### src/rtl/bus_port_fifo.sv
// bus_port_fifo: per-port TX/RX packet FIFOs between a host and the bus arbiter
module bus_port_fifo_buf #(
  parameter int width = 16,
  parameter int depth = 8,
  parameter int cnt_w = 8
) (
  input  logic                       clk,
  input  logic                       reset,
  input  logic                       wr,
  input  logic [width-1:0]           wdata,
  input  logic                       rd,
  output logic [width-1:0]           rdata,
  output logic [$clog2(depth):0]     count,
  output logic [cnt_w-1:0]           drop_cnt
);
  localparam int aw = $clog2(depth);
  logic [width-1:0] mem [depth];
  logic [aw-1:0] wr_ptr, rd_ptr;
  logic rd_ok, wr_ok, full, empty;
  assign empty = count == '0;
  assign full  = count == (aw+1)'(depth);
  assign rd_ok = rd && !empty;
  // a read in the same cycle frees the slot the write lands in
  assign wr_ok = wr && (!full || rd_ok);
  assign rdata = empty ? '0 : mem[rd_ptr];
  always_ff @(posedge clk)
    if (wr_ok && !reset) mem[wr_ptr] <= wdata;
  always_ff @(posedge clk) begin
    if (reset) begin
      wr_ptr   <= '0;
      rd_ptr   <= '0;
      count    <= '0;
      drop_cnt <= '0;
    end else begin
      if (wr_ok) wr_ptr <= wr_ptr + 1'b1;
      if (rd_ok) rd_ptr <= rd_ptr + 1'b1;
      count <= count + (aw+1)'(wr_ok) - (aw+1)'(rd_ok);
      if (wr && !wr_ok && drop_cnt != '1) drop_cnt <= drop_cnt + 1'b1;
    end
  end
endmodule

module bus_port_fifo #(
  parameter int pckg_sz = 16,
  parameter int depth   = 8,
  parameter int cnt_w   = 8
) (
  input  logic                     clk,
  input  logic                     reset,
  input  logic                     wr_en,
  input  logic [pckg_sz-1:0]       wr_data,
  output logic                     tx_full,
  output logic [$clog2(depth):0]   tx_count,
  output logic                     pndng,
  output logic [pckg_sz-1:0]       D_pop,
  input  logic                     pop,
  input  logic                     push,
  input  logic [pckg_sz-1:0]       D_push,
  output logic                     rx_pndng,
  output logic [pckg_sz-1:0]       rx_data,
  input  logic                     rd_en,
  output logic [cnt_w-1:0]         tx_drop_cnt,
  output logic [cnt_w-1:0]         rx_drop_cnt,
  output logic                     pop_err
);
  logic [$clog2(depth):0] rx_count;
  bus_port_fifo_buf #(.width(pckg_sz), .depth(depth), .cnt_w(cnt_w)) u_tx (
    .clk(clk), .reset(reset), .wr(wr_en), .wdata(wr_data), .rd(pop),
    .rdata(D_pop), .count(tx_count), .drop_cnt(tx_drop_cnt)
  );
  bus_port_fifo_buf #(.width(pckg_sz), .depth(depth), .cnt_w(cnt_w)) u_rx (
    .clk(clk), .reset(reset), .wr(push), .wdata(D_push), .rd(rd_en),
    .rdata(rx_data), .count(rx_count), .drop_cnt(rx_drop_cnt)
  );
  assign pndng    = tx_count != '0;
  assign rx_pndng = rx_count != '0;
  assign tx_full  = tx_count == ($clog2(depth)+1)'(depth);
  always_ff @(posedge clk) begin
    if (reset) pop_err <= 1'b0;
    else if (pop && !pndng) pop_err <= 1'b1;
  end
endmodule

### config.mk
export PLATFORM = sky130hd
export DESIGN_NAME = bus_port_fifo
export DESIGN_NICKNAME = d
export VERILOG_FILES = /design/src/rtl/bus_port_fifo.sv
export SDC_FILE = /design/constraint.sdc
export NUM_CORES = 1
export LEC_CHECK = 0
export CAP_MARGIN = 20
export CORE_ASPECT_RATIO = 1.2
export CORE_UTILIZATION = 30
export DETAILED_ROUTE_END_ITERATION = 16
export GPL_TIMING_DRIVEN = 0
export PLACE_DENSITY = 0.48
export SETUP_SLACK_MARGIN = 0.2
export SLEW_MARGIN = 20
export SYNTH_ARGS = -nofsm -noshare
export SYNTH_HDL_FRONTEND = slang
export SYNTH_HIERARCHICAL = 1
export SYNTH_SLANG_ARGS = --single-unit
### constraint.sdc
create_clock -name clk -period 4.95 [get_ports clk]
set_input_delay 1.485 -clock clk [delete_from_list [all_inputs] [get_ports clk]]
set_output_delay 1.485 -clock clk [all_outputs]
set_load 0.03 [all_outputs]
### Yosys cells after proc, flatten, opt, wreduce, memory -nomap -nowiden

Memories as Yosys holds them, arrays and structs flattened. A register that Yosys moved wholly into a read port is not among the register bits.
Cells that the tools add are included.

| word-level totals | value |
|---|---|
| register bits | 37 |
| input bits | 38 |
| memories kept | 2 |
| output and inout bits | 56 |
| bits in writable memories | 256 |

| operators by class | value |
|---|---|
| reduce and logical (&&, ||, !) cells | 25 |
| eq/ne operators | 4 |
| $add $sub $neg | 10 |
| multiplexer cells | 10 |

Memory list:

| name | depth | width | rd ports | clocked after Yosys merged registers in | wr ports | line | text |
|---|---|---|---|---|---|---|---|
| u_rx.mem | 8 | 16 | 1 | 1 | 1 | 17 | `logic [width-1:0] mem [depth];` |
| u_tx.mem | 8 | 16 | 1 | 1 | 1 | 17 |  |

Operator list:

| kind | number |
|---|---|
| $mux 16 | 2 |
| $add 8x1->8 const B | 2 |
| $ne 8x8->1 const B | 2 |
| $add 3x1->3 const B | 4 |
| $mux 3 | 4 |
| $logic_and 1x1->1 | 11 |
| $add 4x1->4 | 2 |
| $eq 4x4->1 const B | 2 |
| $logic_not 1->1 | 8 |
| $logic_not 4->1 | 2 |
| $reduce_bool 4->1 | 2 |
| $sub 4x1->4 | 2 |
| $mux 1 | 4 |
| $logic_or 1x1->1 | 2 |

### Depth between registers and ports, before layout

| logic depth | value |
|---|---|
| depth after elaboration | 8 |
| gate-level depth with buffers | 10 |
| mapped depth without buffers | 10 |

### Hierarchy

Netlist, hierarchy kept.

Modules (own cells, without submodules):

| module | cells an instance | times used | area an instance (um2) |
|---|---|---|---|
| bus_port_fifo_buf (u_tx) | 327 | 1 | 5,929.4 |
| bus_port_fifo_buf (u_rx) | 326 | 1 | 5,921.9 |
| bus_port_fifo | 7 | 1 | 70.1 |

### Least setup slack after synthesis

No wires, ideal clock.

| timing | value |
|---|---|
| path kind | input to register |
| start | in rd_en |
| end | mem u_rx.mem[1][0] (enable) |
| data arrival time | 3.743 ns |
| path buffers | 0 |
| stages on the path | 4 |
| setup slack | 0.776 ns |
| library setup time | 0.430 ns |
| cells stage by stage | nor2b_1 > o31ai_2 > or2_2 > nor4_1 |

| on the way | value |
|---|---|
| word-level cells in the longest chain between the ends | 6 |

RTL lines:

| what | line | text |
|---|---|---|
| start: declaration | 61 | `input logic rd_en,` |
| $logic_and 1x1->1 | 22 | `assign rd_ok = rd && !empty;` |
| $logic_or 1x1->1 | 24 | `assign wr_ok = wr && (!full \|\| rd_ok);` |
| $logic_and 1x1->1 | 24 |  |
| $logic_and 1x1->1 | 27 | `if (wr_ok && !reset) mem[wr_ptr] <= wdata;` |
| $mux 1 | 27 |  |
| $mux 1 (not written as such) | 27 |  |
| end: declaration | 17 |  |

No other way between the ends.

==> run_results.csv <==
group,metric,value,unit
floorplan,floorplan.die_area,40500,sq um
floorplan,die_outline_height,220,microns
logic_synthesis,synth-main-ff-cell,"sky130_fd_sc_hd__edfxtp_1",
cells_and_area,layout.filler_cells,3693,
detailed_routing,route.detailed.vias_per_inst,4.63,
clocking,clock_tree.root_cell,"sky130_fd_sc_hd__clkbuf_16",
place,hpwl,17.6,mm
worst_setup_path,slowest_stage,"sky130_fd_sc_hd__clkdlybuf4s15_1",
floorplan,fp-row-count,79,
worst_setup_path,path_max_fanout,10,
grt,first_pass_grt_wire_length,39.8,mm
place,number_of_placed_cells_counting_well_taps,1311,
sta,setup_total_negative_slack,0,ns
logic_synthesis,synth.ff_latch_count,299,
min_path,hold_path.class,"reg2reg",
clocking,ctsHtreeMaxLevel,2,
sta,maxSlewHeadroom,28.9,%
detailed_routing,drt.antenna.violating_nets,0,
cells_and_area,area.growth.synth_to_final,24.6,%
sta,report.final.hold_viol_count,0,
cells_and_area,layout.core_utilization,38.2,%
grt,pin_count_of_the_biggest_net_entering_global_routing,17,
cells_and_area,layout.area.seq,8550,sq um
worst_setup_path,cp-end-kind,"output pin",
logic_synthesis,synth.yosys.seq_area_share,71.7,%
worst_setup_path,worst-endpoint-arrival,3.12,ns
detailed_routing,post-route-drc-count,0,
logic_synthesis,synth_nets,716,
cells_and_area,drive_above_1_share,21.1,%
worst_setup_path,timing.setup.critical_path_class,"reg2out",
sta,fin_worst_hold_slack,0.488,ns
sta,setup_viol,0,
sta,timing.final.max_slew_violations,0,
detailed_routing,drtIter0Drc,325,
worst_setup_path,startpoint_type,"flip-flop",
logic_synthesis,synthCells,660,
grt,global_route.usage.total,13.2,%
outcome,outcome,"complete, no violations",
floorplan,floorplan.core_area,38900,sq um
worst_setup_path,crit_chain,"buf_1 -> clkdlybuf4s15_1 -> mux2i_1 -> nor2_1 -> clkdlybuf4s50_1",
grt,grt_antenna_before_repair,1,
sta,finalClockSkew,0.0169,ns
sta,period_share,93.1,%
worst_setup_path,worst_ep_required_time,3.46,ns
power_and_ir_drop,irDropWorstVdd,0.307,mV
clocking,cts.reportedPaths.clkPinSlew,0.06,ns
cells_and_area,final-instance-count-excl-fill,1372,
floorplan,start_util,30.6,%
logic_synthesis,synthArstFlopShare,0,%
worst_setup_path,crit-reg2reg-launch,"u_tx/count[2]",
sta,setup_slack,0.344,ns
grt,via_count_of_the_first_global_routing_pass,6593,
cells_and_area,multiInputGateArea,3230,sq um
floorplan,io_pins,94,
logic_synthesis,ys_types,47,
min_path,hp-start,"pop_err",
worst_setup_path,worst_path_largest_cell_delay,0.78,ns
sta,timing.final.crit_period,4.61,ns
clocking,clk_latency,0.51,ns
clocking,bufs_on_longest_clock_path,3,
logic_synthesis,yosysWarnings,6,
detailed_routing,drt_wl_total,25.9,mm
place,number_of_i_o_port_buffers,93,
floorplan,dieWidth,184,microns
cells_and_area,design_area,14900,sq um
power_and_ir_drop,p_total,7.52,mW
power_and_ir_drop,pwr_density_cell,506,nW/um^2
clocking,cts_buffers,34,
detailed_routing,wl_per_cell,18.8,microns
logic_synthesis,synth-edff-count,256,
cells_and_area,design.final.nets,877,
place,pre_cts_slack,0.656,ns
sta,tightestPinTransition,1.07,ns
flow_run,count_of_max_cap_constraint_violations,0,
place,globalplace.congestion,0.704,
clocking,cts_tree,"done",
sta,rsz0062_at_grt,"false",
power_and_ir_drop,power.leakage,4.76,nW
grt,grt.overflow.total,0,
clocking,cts.sink_count,299,
place,detailed_place.area,13800,sq um
detailed_routing,routed-via-count,6346,
logic_synthesis,syn_avg_cell_area,18.1,sq um
sta,fmax,0.217,GHz
logic_synthesis,post_synthesis_cell_area,11900,sq um
detailed_routing,drt_first_pass_iters,4,
cells in the mapped netlist, types with 2 or more instances:
library cell	n	share of area [%]
sky130_fd_sc_hd__edfxtp_1	256	64
sky130_fd_sc_hd__mux4_2	64	12
sky130_fd_sc_hd__nor2_1	57	1.8
sky130_fd_sc_hd__dfxtp_1	43	7.2
sky130_fd_sc_hd__mux2i_1	38	3.2
sky130_fd_sc_hd__inv_1	24	0.76
sky130_fd_sc_hd__clkbuf_1	18	0.57
sky130_fd_sc_hd__ha_1	16	1.7
sky130_fd_sc_hd__a21oi_1	14	0.59
sky130_fd_sc_hd__nor4_1	11	0.58
sky130_fd_sc_hd__nand2_1	9	0.28
sky130_fd_sc_hd__nor3_1	8	0.34
sky130_fd_sc_hd__or4_1	7	0.44
sky130_fd_sc_hd__buf_2	6	0.25
sky130_fd_sc_hd__nand3_1	6	0.25
sky130_fd_sc_hd__o21ai_0	6	0.25
sky130_fd_sc_hd__xor2_1	6	0.44
sky130_fd_sc_hd__nand4_1	5	0.26
sky130_fd_sc_hd__nor2b_1	5	0.26
sky130_fd_sc_hd__o31ai_1	5	0.31
sky130_fd_sc_hd__and3_1	4	0.21
sky130_fd_sc_hd__and4_1	4	0.29
sky130_fd_sc_hd__nand2b_1	4	0.21
sky130_fd_sc_hd__or2_2	4	0.21
sky130_fd_sc_hd__or3_1	4	0.21
sky130_fd_sc_hd__xnor2_1	4	0.29
sky130_fd_sc_hd__buf_1	3	0.094
sky130_fd_sc_hd__a21o_1	2	0.13
sky130_fd_sc_hd__a31oi_1	2	0.10
sky130_fd_sc_hd__fa_1	2	0.34
sky130_fd_sc_hd__nand3b_1	2	0.13
sky130_fd_sc_hd__o311ai_0	2	0.15
sky130_fd_sc_hd__o31ai_2	2	0.21
sky130_fd_sc_hd__o41ai_1	2	0.15
sky130_fd_sc_hd__or2_4	2	0.15
sky130_fd_sc_hd__or3_4	2	0.19
worst paths after layout:
path | to | slack (ns) | cells past startpoint
worst max-delay path | D_pop[9] | 0.34 | 5
worst min-delay path | pop_err | 0.49 | 2
worst max register to register | u_tx/mem[1][7] | 2.08 | 8
worst min register to register | pop_err | 0.49 | 2
where the power goes:
group / switching [mW] / internal (mW) / leakage [nW]
logic: 1.23 / 0.991 / 1.59
clock network: 0.954 / 1.39 / 0.510
registers: 0.0846 / 2.87 / 2.66
total: 2.27 / 5.25 / 4.76
cell usage in the layout, fill, tap and decap left out, drive strengths merged, types with 11 or more instances in the layout:
cell | Yosys | layout
inv | 24 | 25
nor2 | 57 | 57
dfxtp | 43 | 43
clkdlybuf4s50 | 0 | 93
buf | 11 | 42
mux2i | 38 | 38
mux4 | 64 | 64
clkinv | 0 | 12
edfxtp | 256 | 256
a21oi | 14 | 14
ha | 16 | 16
clkbuf | 18 | 63
nor4 | 11 | 11
logic make-up (layout without fill, tap and decap cells):
family                     after synthesis  after routing  synth area share, %
AOI/OAI and AO/OA                       38             38                 2.15
xor gates and xnor gates                10             10                0.735
adders and majority gates               18             18                 2.02
buffers and inverters                   53            238                 1.83
DFF                                    299            299                 71.7
muxes                                  103            103                 15.4
other                                    0              1                    0
and+or+nand+nor                        139            139                 6.19
timing repair:
| action | 4_1_cts | 5_1_grt |
|---|---|---|
| resized for setup | 1 | 5 |
| endpoints found under the setup margin | 2 | 11 |
| buffers inserted | 0 | 0 |
| hold buffers | 0 | 0 |
| pin swaps | 0 | 0 |
critical path, delay by kind of cell (launching register included):
kind,cells,cell delay [ns]
simple gates,1,0.22
buf+inv,3,1.92
mux,1,0.16
flops,1,0.30
layout make-up:
cell class	count	share of cell area, %
Multi-Input combinational cell	308	21.7
Buffer	29	0.935
Clock inverter	15	0.657
Clock buffer	45	6.36
Antenna cell	1	0.0168
Sequential cell	299	57.5
Tap cell	526	4.43
Timing Repair Buffer	125	7.73
Inverter	24	0.606
per-layer routing:
metal | track usage (%) | wire length [microns] | vias up
met2 | 23.0 | 13200 | 121
met1 | 16.5 | 11000 | 3227
met5 | 0 | 0 | -
li1 | - | - | 2958
met3 | 2.49 | 1070 | 40
met4 | 4.42 | 576 | 0
state kept, by name, indices dropped and copies added (netlist names), named ones only:
register	flops
u_tx/count	4
u_rx/wr_ptr	3
u_tx/mem	128
u_tx/drop_cnt	8
u_rx/mem	128
u_rx/rd_ptr	3
u_rx/drop_cnt	8
u_tx/rd_ptr	3
pop_err	1
u_rx/count	4
u_tx/wr_ptr	3
No activity file was read; power rests on OpenSTA's default activity.
